## config.mk

```make
export PLATFORM = sky130hd
export DESIGN_NAME = round_robin_arbiter
export DESIGN_NICKNAME = d
export VERILOG_FILES = /design/src/rtl/round_robin_arbiter_pkg.sv /design/src/rtl/round_robin_arbiter_priority_select.sv /design/src/rtl/round_robin_arbiter.sv
export SDC_FILE = /design/constraint.sdc
export NUM_CORES = 1
export LEC_CHECK = 0
export BUFFER_PORTS_ARGS = -buffer_cell sky130_fd_sc_hd__buf_2
export CORE_MARGIN = 2
export CORE_UTILIZATION = 30
export DETAILED_ROUTE_END_ITERATION = 6
export PLACE_DENSITY = 0.44
export SLEW_MARGIN = 20
export SYNTH_ARGS = -nofsm -noshare
export SYNTH_HDL_FRONTEND = slang
export SYNTH_SLANG_ARGS = --single-unit
```

## constraint.sdc

```tcl
create_clock -name clk -period 5.4 [get_ports clk]
set_input_delay 0.27 -clock clk [delete_from_list [all_inputs] [get_ports clk]]
set_output_delay 0.27 -clock clk [all_outputs]
set_load 0.05 [all_outputs]
```

## src/rtl/round_robin_arbiter_pkg.sv

```systemverilog
// Shared crossbar definitions: default slave count, id-width derivation and
// the per-cycle state update actions used by the arbiter.
package round_robin_arbiter_pkg;

  localparam int RR_S_DATA_COUNT = 5;

  function automatic int rr_id_width(input int n);
    return $clog2(n);
  endfunction

  typedef enum logic [1:0] {
    ARB_HOLD    = 2'd0,
    ARB_LOCK    = 2'd1,
    ARB_RELEASE = 2'd2
  } arb_action_e;

endpackage

```

## src/rtl/round_robin_arbiter_priority_select.sv

```systemverilog
// Rotating-priority encoder: first set request bit at or after ptr, wrapping
// from S-1 back to 0.
module rr_priority_select
  import round_robin_arbiter_pkg::*;
#(
  parameter int S = RR_S_DATA_COUNT,
  parameter int W = rr_id_width(RR_S_DATA_COUNT)
) (
  input  logic [S-1:0] request,
  input  logic [W-1:0] ptr,
  output logic         found,
  output logic [W-1:0] index
);

  logic [2*S-1:0] doubled;
  logic [S-1:0]   rotated;
  int             sum;

  // Rotate so that bit 0 of rotated corresponds to slave ptr.
  assign doubled = {request, request} >> ptr;
  assign rotated = doubled[S-1:0];

  always_comb begin
    found = 1'b0;
    index = '0;
    sum   = 0;
    for (int k = 0; k < S; k++) begin
      if (!found && rotated[k]) begin
        found = 1'b1;
        sum   = int'(ptr) + k;
        if (sum >= S) sum = sum - S;
        index = W'(sum);
      end
    end
  end

endmodule

```

## src/rtl/round_robin_arbiter.sv

```systemverilog
// Packet-level round-robin arbiter for one crossbar master port: grants one
// slave and holds it until that packet's last beat, then rotates past it.
module round_robin_arbiter
  import round_robin_arbiter_pkg::*;
#(
  parameter int S_DATA_COUNT = RR_S_DATA_COUNT,
  parameter int T_ID___WIDTH = rr_id_width(S_DATA_COUNT)
) (
  input  logic                    clk,
  input  logic                    rst,
  input  logic [S_DATA_COUNT-1:0] request_mask_i,
  input  logic [S_DATA_COUNT-1:0] s_last_i,
  output logic [S_DATA_COUNT-1:0] grant_o,
  output logic                    m_last_o,
  output logic [T_ID___WIDTH-1:0] m_id_o,
  output logic                    m_valid_o
);

  logic [T_ID___WIDTH-1:0] ptr;
  logic                    locked;
  logic [T_ID___WIDTH-1:0] owner;

  logic                    sel_found;
  logic [T_ID___WIDTH-1:0] sel_index;
  logic                    have_winner;
  logic [T_ID___WIDTH-1:0] winner;
  logic [T_ID___WIDTH-1:0] next_ptr;
  arb_action_e             action;

  rr_priority_select #(
    .S (S_DATA_COUNT),
    .W (T_ID___WIDTH)
  ) u_select (
    .request (request_mask_i),
    .ptr     (ptr),
    .found   (sel_found),
    .index   (sel_index)
  );

  // Handshake: there is no ready; a beat with m_valid_o=1 is consumed in the
  // same cycle. While locked, the grant stays on the owner even through
  // bubbles (owner request low), so other slaves cannot interleave a packet.
  always_comb begin
    have_winner = 1'b0;
    winner      = '0;
    if (locked) begin
      have_winner = 1'b1;
      winner      = owner;
    end else if (sel_found) begin
      have_winner = 1'b1;
      winner      = sel_index;
    end
  end

  always_comb begin
    grant_o   = '0;
    m_valid_o = 1'b0;
    m_last_o  = 1'b0;
    m_id_o    = '0;
    if (have_winner) begin
      grant_o   = {{(S_DATA_COUNT-1){1'b0}}, 1'b1} << winner;
      m_valid_o = request_mask_i[winner];
      m_last_o  = request_mask_i[winner] & s_last_i[winner];
      m_id_o    = winner;
    end
  end

  always_comb begin
    action = ARB_HOLD;
    if (m_valid_o && m_last_o) action = ARB_RELEASE;
    else if (m_valid_o)        action = ARB_LOCK;
    next_ptr = (winner == T_ID___WIDTH'(S_DATA_COUNT-1)) ? '0 : winner + 1'b1;
  end

  always_ff @(posedge clk or negedge rst) begin
    if (!rst) begin
      ptr    <= '0;
      locked <= 1'b0;
      owner  <= '0;
    end else begin
      case (action)
        ARB_RELEASE: begin
          locked <= 1'b0;
          ptr    <= next_ptr;
        end
        ARB_LOCK: begin
          locked <= 1'b1;
          owner  <= winner;
        end
        default: ;
      endcase
    end
  end

endmodule

```

==> results of run 1 <==
## per-layer routing
layer	vias up	GRT usage [%]	wire, um
met3	4	1.00	177
met1	827	25.6	2660
met2	38	27.0	2490
li1	863	-	-
met5	-	0	0
met4	0	3.39	32
## registers in the layout, indices dropped and copies added, names as in the netlist
register  count
owner         3
locked        1
ptr           3
## worst register-to-register path, cell delays in order (launching register included)
cell and delay, ps:
dfrtp_1 850, clkinv_1 150, buf_4 200, ha_1 370
a21o_1 200, o21ai_0 180, xor2_1 160, mux2i_1 80
or2_1 270, a221oi_4 460, inv_2 160, nor2_1 140
ha_1 240, o32ai_1 400
## final timing paths
check | to | slack, ps | cells after the start
min | owner[2]$_DFFE_PN0N_ | 410 | 2
min reg2reg | owner[0]$_DFFE_PN0N_ | 560 | 1
min in group clk | owner[0]$_DFFE_PN0N_ | 560 | 1
max reg2reg | ptr[2]$_DFFE_PN0N_ | 1410 | 13
max in group asynchronous | ptr[0]$_DFFE_PN0N_ | 4840 | 2
max | m_last_o | 1050 | 12
## through the flow
stage,worst slack (ps),cells
floorplan,1300,220
global placement,1320,305
detailed placement,1270,305
CTS,1030,310
global route,707,310
finish,1050,310
## what timing repair did
action,4_1_cts,5_1_grt
hold buffers,1,0
resized for setup,0,0
endpoints found under the hold margin,7,0
## Yosys cell counts (4+ instances only)
cell and count:
nor2_1 19, mux2i_1 16, a21oi_1 13, o21ai_0 13, nand2_1 12, ha_1 11
inv_1 10, nor3_1 8, dfrtp_1 7, nand2b_1 7, o32ai_1 7, a31oi_1 5
buf_2 5, mux2_4 5, nand3_1 5, clkbuf_1 4
## final cells by class
class | count | area (um^2) | share of cell area (%)
Multi-Input combinational cell | 184 | 1470 | 74.1
Clock buffer | 4 | 45.0 | 2.27
Sequential cell | 7 | 175 | 8.83
Inverter | 14 | 53.8 | 2.71
Timing Repair Buffer | 26 | 145 | 7.32
Tap cell | 75 | 93.8 | 4.73
## cell families (layout without fill, tap and decap cells)
| logic type | after synthesis | in the layout | synth area share, % |
|---|---|---|---|
| muxes | 28 | 28 | 20.0 |
| adders and majority gates | 12 | 12 | 8.77 |
| DFF | 7 | 7 | 9.75 |
| buffers and inverters | 29 | 44 | 8.42 |
| xor gates and xnor gates | 2 | 2 | 0.975 |
| AOI/OAI and AO/OA | 71 | 71 | 31.9 |
| and+or+nand+nor | 71 | 71 | 20.2 |
==> results.py, run 1 <==
metrics = {
    "layout": {
        "num-nets-final": 260,
        "final_util_pct": 33.9,
        "drive_gt1_share_pct": 24.3,
        "final_common_cell": "buf_2",
        "design_area_mm2": 0.00198,
        "area_delta_synth_final_pct": 10.4,
        "fillCellCount": 631,
        "diodes": 0,
        "mostFrequentLayoutCells": "21 x buf_2, 19 x nor2_1, 16 x mux2i_1",
    },
    "synthesis": {
        "synthFlopType": "dfrtp_1",
        "synth_edf_count": 0,
        "synth-seq-area-share_pct": 9.75,
        "ys_warn_count": 0,
        "ys_ff_latch": 7,
        "synth.area.top_cells": "dfrtp_1 9.7%, mux2i_1 8.9%, ha_1 7.7%, mux2_4 4.2%, nor2_1 4.0%",
        "syn_inst": 220,
        "synth_cell_type_count": 65,
        "netlist.top_cell.by_area": "dfrtp_1",
        "synthArstFlopShare_pct": 100,
        "syn_nets": 244,
        "avgSynthCellArea_um2": 8.17,
        "syn_area_mm2": 0.00180,
        "synth.top_cell.area_share_pct": 9.75,
    },
    "setup_path": {
        "crit_type": "reg -> out",
        "end_kind": "output pin",
        "slowest_stage": "dfrtp_1",
        "cpLargestDelayFamily": "compound AO/OA/AOI/OAI gates",
        "cp-start-kind": "flop",
        "cpPeakStageDelay_ps": 850,
        "critical_path_buf_inv_count": 4,
        "cp_data_arrival_time_ps": 4080,
        "r2r-start": "ptr[2]$_DFFE_PN0N_",
        "crit_start": "ptr[2]$_DFFE_PN0N_",
        "crit_path_cell_trace": "clkinv_1 > buf_4 > ha_1 > a21o_1 > o21ai_0 > xor2_1 > mux2i_1 > or2_1 > a221oi_4 > inv_2 > o41ai_4 > buf_2",
        "crit_required_ps": 5130,
        "critPathMaxFanout": 24,
    },
    "job": {
        "cap_viol_max_count": 0,
    },
    "timing": {
        "clock_skew_ps": 0.197,
        "slew_viol_final": 0,
        "max_slew.worst_pin.slew_ps": 804,
        "rsz0062_at_grt": "no",
        "hold_viol": 0,
        "period_share_pct": 80.5,
        "finalSetupTns_ps": 0,
        "maxSlewHeadroom_pct": 46.4,
        "setup_viol": 0,
        "fmax_mhz": 230,
        "fin_crit_ps": 4350,
        "hold_slack_ps": 408,
    },
    "routing": {
        "first_pass_iters": 4,
        "num_vias": 1732,
        "remaining_drc_errors": 0,
        "final_antenna_net_count": 0,
        "first_iter_violations": 98,
        "routed_wl_um": 5350,
        "wl_per_cell_um": 17.3,
        "vias_per_cell": 5.59,
    },
    "floorplanning": {
        "die-area_mm2": 0.00662,
        "rows": 28,
        "die_height_um": 81.4,
        "core-area_mm2": 0.00585,
        "initial_utilization_pct": 30.7,
        "die_w_um": 81.4,
        "io_pins": 22,
    },
    "clock_network": {
        "cts_setup_buffers": 0,
        "insertion_delay_ps": 220,
        "path_clk_slew_ps": 40,
        "cts.sink_count": 7,
        "cts_buffer_depth": 2,
        "tritoncts": "done",
        "root_buffer": "clkbuf_8",
        "numCtsBuffers": 3,
        "htreeDepth": 1,
    },
    "global_routing": {
        "grt_max_degree": 29,
        "grt_pass1_wl_um": 8960,
        "antenna_found_initial": 0,
        "overflow": 0,
        "grt_pass1_vias": 1666,
        "grt_usage_pct": 17.1,
    },
    "place": {
        "place.detailed.hpwl_um": 4060,
        "place_area_mm2": 0.00193,
        "gp_congestion": 0.851,
        "port-buffer-count": 21,
    },
    "outcome": {
        "status": "completed",
    },
    "hold_path": {
        "holdCritPathClass": "in -> async",
    },
}
Power of run 1 is not shown: default switching activity piles up to over one toggle a cycle in this logic, so the estimate is an artifact.
==> inputs of run 2 (changes only) <==
- ABC_AREA: unset -> 1
- clock period: 5.4 -> 4.3 ns (I/O delays scaled with it)
==> run 2 against run 1 <==
  * Global-route usage shrank 0.58 points
  * Synthesized cell count grew 10%
  * Cell count grew 7.4%
  * Via count shrank 8.9%
  * Non-clock buffer count shrank 3
  * Utilization grew 2.3 points
  * Cell area shrank 13%
  * Routed wire length shrank 22%
  * First-iteration DRC count shrank 12%
  * Sequential share of layout area grew 1.3 points
  * Critical path depth grew 4
  * Largest cell class unchanged
==> results.py, run 2 <==
metrics = {
    "routing": {
        "num_vias": 1578,
        "first_iter_violations": 86,
        "routed_wl_um": 4180,
        "vias_per_cell": 4.74,
        "final_antenna_net_count": 0,
        "first_pass_iters": 4,
        "wl_per_cell_um": 12.5,
        "remaining_drc_errors": 0,
    },
    "clock_network": {
        "htreeDepth": 1,
        "root_buffer": "clkbuf_8",
        "tritoncts": "done",
        "cts_buffer_depth": 2,
        "path_clk_slew_ps": 40,
        "numCtsBuffers": 3,
        "cts_resized": 0,
        "insertion_delay_ps": 230,
        "cts.sink_count": 7,
        "cts_setup_buffers": 0,
    },
    "setup_path": {
        "crit_path_cell_trace": "inv_2 > ha_1 > o21ai_0 > o21ai_0 > nand3_1 > nand3_1 > nand2_1 > nand2_1 > a21oi_4 > nand2_4 > nor2_8 > nand2_1 > nand2_2 > nand2_4 > inv_1 > buf_2",
        "critPathMaxFanout": 13,
        "crit_top_cell": "nand2_1",
        "cp-start-kind": "flop",
        "cpLargestDelayFamily": "simple AND/OR/NAND/NOR gates",
        "crit_type": "reg -> out",
        "ff2ff_setup_slack_ps": 1100,
        "cp_data_arrival_time_ps": 3490,
        "cpPeakStageDelay_ps": 670,
        "critical_path_buf_inv_count": 3,
        "end_kind": "output pin",
        "crit_required_ps": 4090,
        "slowest_stage": "dfrtp_1",
    },
    "synthesis": {
        "syn_area_mm2": 0.00150,
        "synthFlopType": "dfrtp_1",
        "yosysMostFrequentCell": "nand2_1",
        "synth.area.top_cells": "nand2_1 19%, nand3_1 14%, dfrtp_1 12%, ha_1 9.2%, nand2_2 6.2%",
        "synth_edf_count": 0,
        "syn_inst": 242,
        "syn_nets": 266,
        "synth_cell_type_count": 33,
        "netlist.top_cell.by_area": "nand2_1",
        "ys_ff_latch": 7,
        "synth_commonest_cells": "77 x nand2_1, 43 x nand3_1, 18 x inv_1",
        "avgSynthCellArea_um2": 6.21,
        "synth-seq-area-share_pct": 11.7,
        "synthArstFlopShare_pct": 100,
        "synth.top_cell.area_share_pct": 19.2,
        "ys_warn_count": 0,
    },
    "timing": {
        "hold_slack_ps": 359,
        "maxSlewHeadroom_pct": 56.2,
        "fmax_mhz": 270,
        "finalSetupTns_ps": 0,
        "setup_viol": 0,
        "fin_ws_ps": 598,
        "fin_crit_ps": 3700,
        "hold_viol": 0,
        "max_slew.worst_pin.slew_ps": 657,
        "clock_skew_ps": 0.399,
        "period_share_pct": 86.1,
        "rsz0062_at_grt": "no",
        "slew_viol_final": 0,
    },
    "global_routing": {
        "use_met2_pct": 27.2,
        "gr-usage-met3_pct": 1.61,
        "antenna_found_initial": 0,
        "grt_util_met1_pct": 24.0,
        "grt_pass1_vias": 1516,
        "busiest_layer": "met2",
        "grt_usage_pct": 16.6,
        "grt_max_degree": 18,
        "grt_pass1_wl_um": 7150,
        "overflow": 0,
    },
    "layout": {
        "instances_no_fill": 333,
        "multiInputGateArea_mm2": 0.00121,
        "mostFrequentLayoutCells": "77 x nand2_1, 43 x nand3_1, 21 x buf_2",
        "top_regs": "owner: 3 flops, ptr: 3 flops, locked: 1 flops",
        "diodes": 0,
        "fillCellCount": 521,
        "num-nets-final": 291,
        "area_delta_synth_final_pct": 15.2,
        "regArea_um2": 175,
        "drive_gt1_share_pct": 25.6,
        "final_common_cell": "nand2_1",
    },
    "place": {
        "place_inst": 328,
        "place.detailed.hpwl_um": 3460,
        "port-buffer-count": 21,
        "dp_slack_ps": 863,
        "gp_congestion": 0.803,
    },
    "floorplanning": {
        "die_height_um": 74.8,
        "die-area_mm2": 0.00559,
        "rows": 25,
        "die_w_um": 74.8,
        "initial_utilization_pct": 31.4,
        "core-area_mm2": 0.00479,
        "io_pins": 22,
    },
    "hold_path": {
        "holdCritPathClass": "in -> async",
    },
    "outcome": {
        "status": "completed",
    },
    "job": {
        "cap_viol_max_count": 0,
    },
}
## run 2: changes by cell type after synthesis, sizes merged, moves of 7 or more
cell | before | now
inv | 11 | 24
nand2 | 13 | 99
mux2i | 17 | 1
nand2b | 7 | 0
nand3 | 5 | 50
mux2 | 8 | 0
buf | 10 | 3
nor3 | 8 | 1
a21oi | 13 | 3
o32ai | 7 | 0
## run 2: timing repair
item	4_1_cts	5_1_grt
endpoints found under the hold margin	7	0
hold buffers	1	0
setup endpoints to repair	0	0
## run 2: metal layers
metal	up-vias	share of wire (%)
met5	-	0
met4	0	0.41
met3	2	2.4
met2	23	46
met1	712	52
li1	841	-
## run 2: layout make-up
cell class                 instances  area share, %
multi-input combinational        207           69.9
sequential                         7           10.1
timing repair buffer              23           7.09
inverter                          25           5.42
tap                               67           4.84
clock buffer                       4           2.60
## run 2: path summary, 6_finish.rpt
kind	from	cells after the start	end
max	ptr[1]$_DFFE_PN0N_	16	m_last_o
min	rst	2	owner[2]$_DFFE_PN0N_
min in group clk	s_last_i[4]	5	ptr[2]$_DFFE_PN0N_
max reg2reg	ptr[1]$_DFFE_PN0N_	16	ptr[1]$_DFFE_PN0N_
max in group asynchronous	rst	2	ptr[0]$_DFFE_PN0N_
min reg2reg	owner[1]$_DFFE_PN0N_	2	owner[1]$_DFFE_PN0N_
## run 2: metrics by stage
| step | utilization [%] | cell area (um^2) |
|---|---|---|
| finish | 36.2 | 1730 |
| global route | 36.2 | 1730 |
| CTS | 36.2 | 1730 |
| floorplan | - | 1500 |
| global placement | 35.0 | 1680 |
| detailed placement | 35.0 | 1680 |
## run 2: worst reg2reg max path: cells and delay by family, from the launching register on
family | cells | cell delay [ps]
buf+inv | 1 | 240
compound gates | 3 | 840
flops | 1 | 670
fa+ha+maj | 1 | 360
simple gates | 11 | 990
## run 2: kinds of logic (layout without fill, tap and decap cells)
group                    count (synthesis)  in the layout  synth area share, %
flip-flops                               7              7                 11.7
AO/OA/AOI/OAI                           15             15                 6.33
AND/OR/NAND/NOR                        174            174                 60.1
XOR/XNOR                                 5              5                 2.91
multiplexers                             1              1                0.666
adder cells (fa/ha/maj)                 12             12                 10.5
buffers and inverters                   28             52                 7.83
Power of run 2 is left out for the same reason.
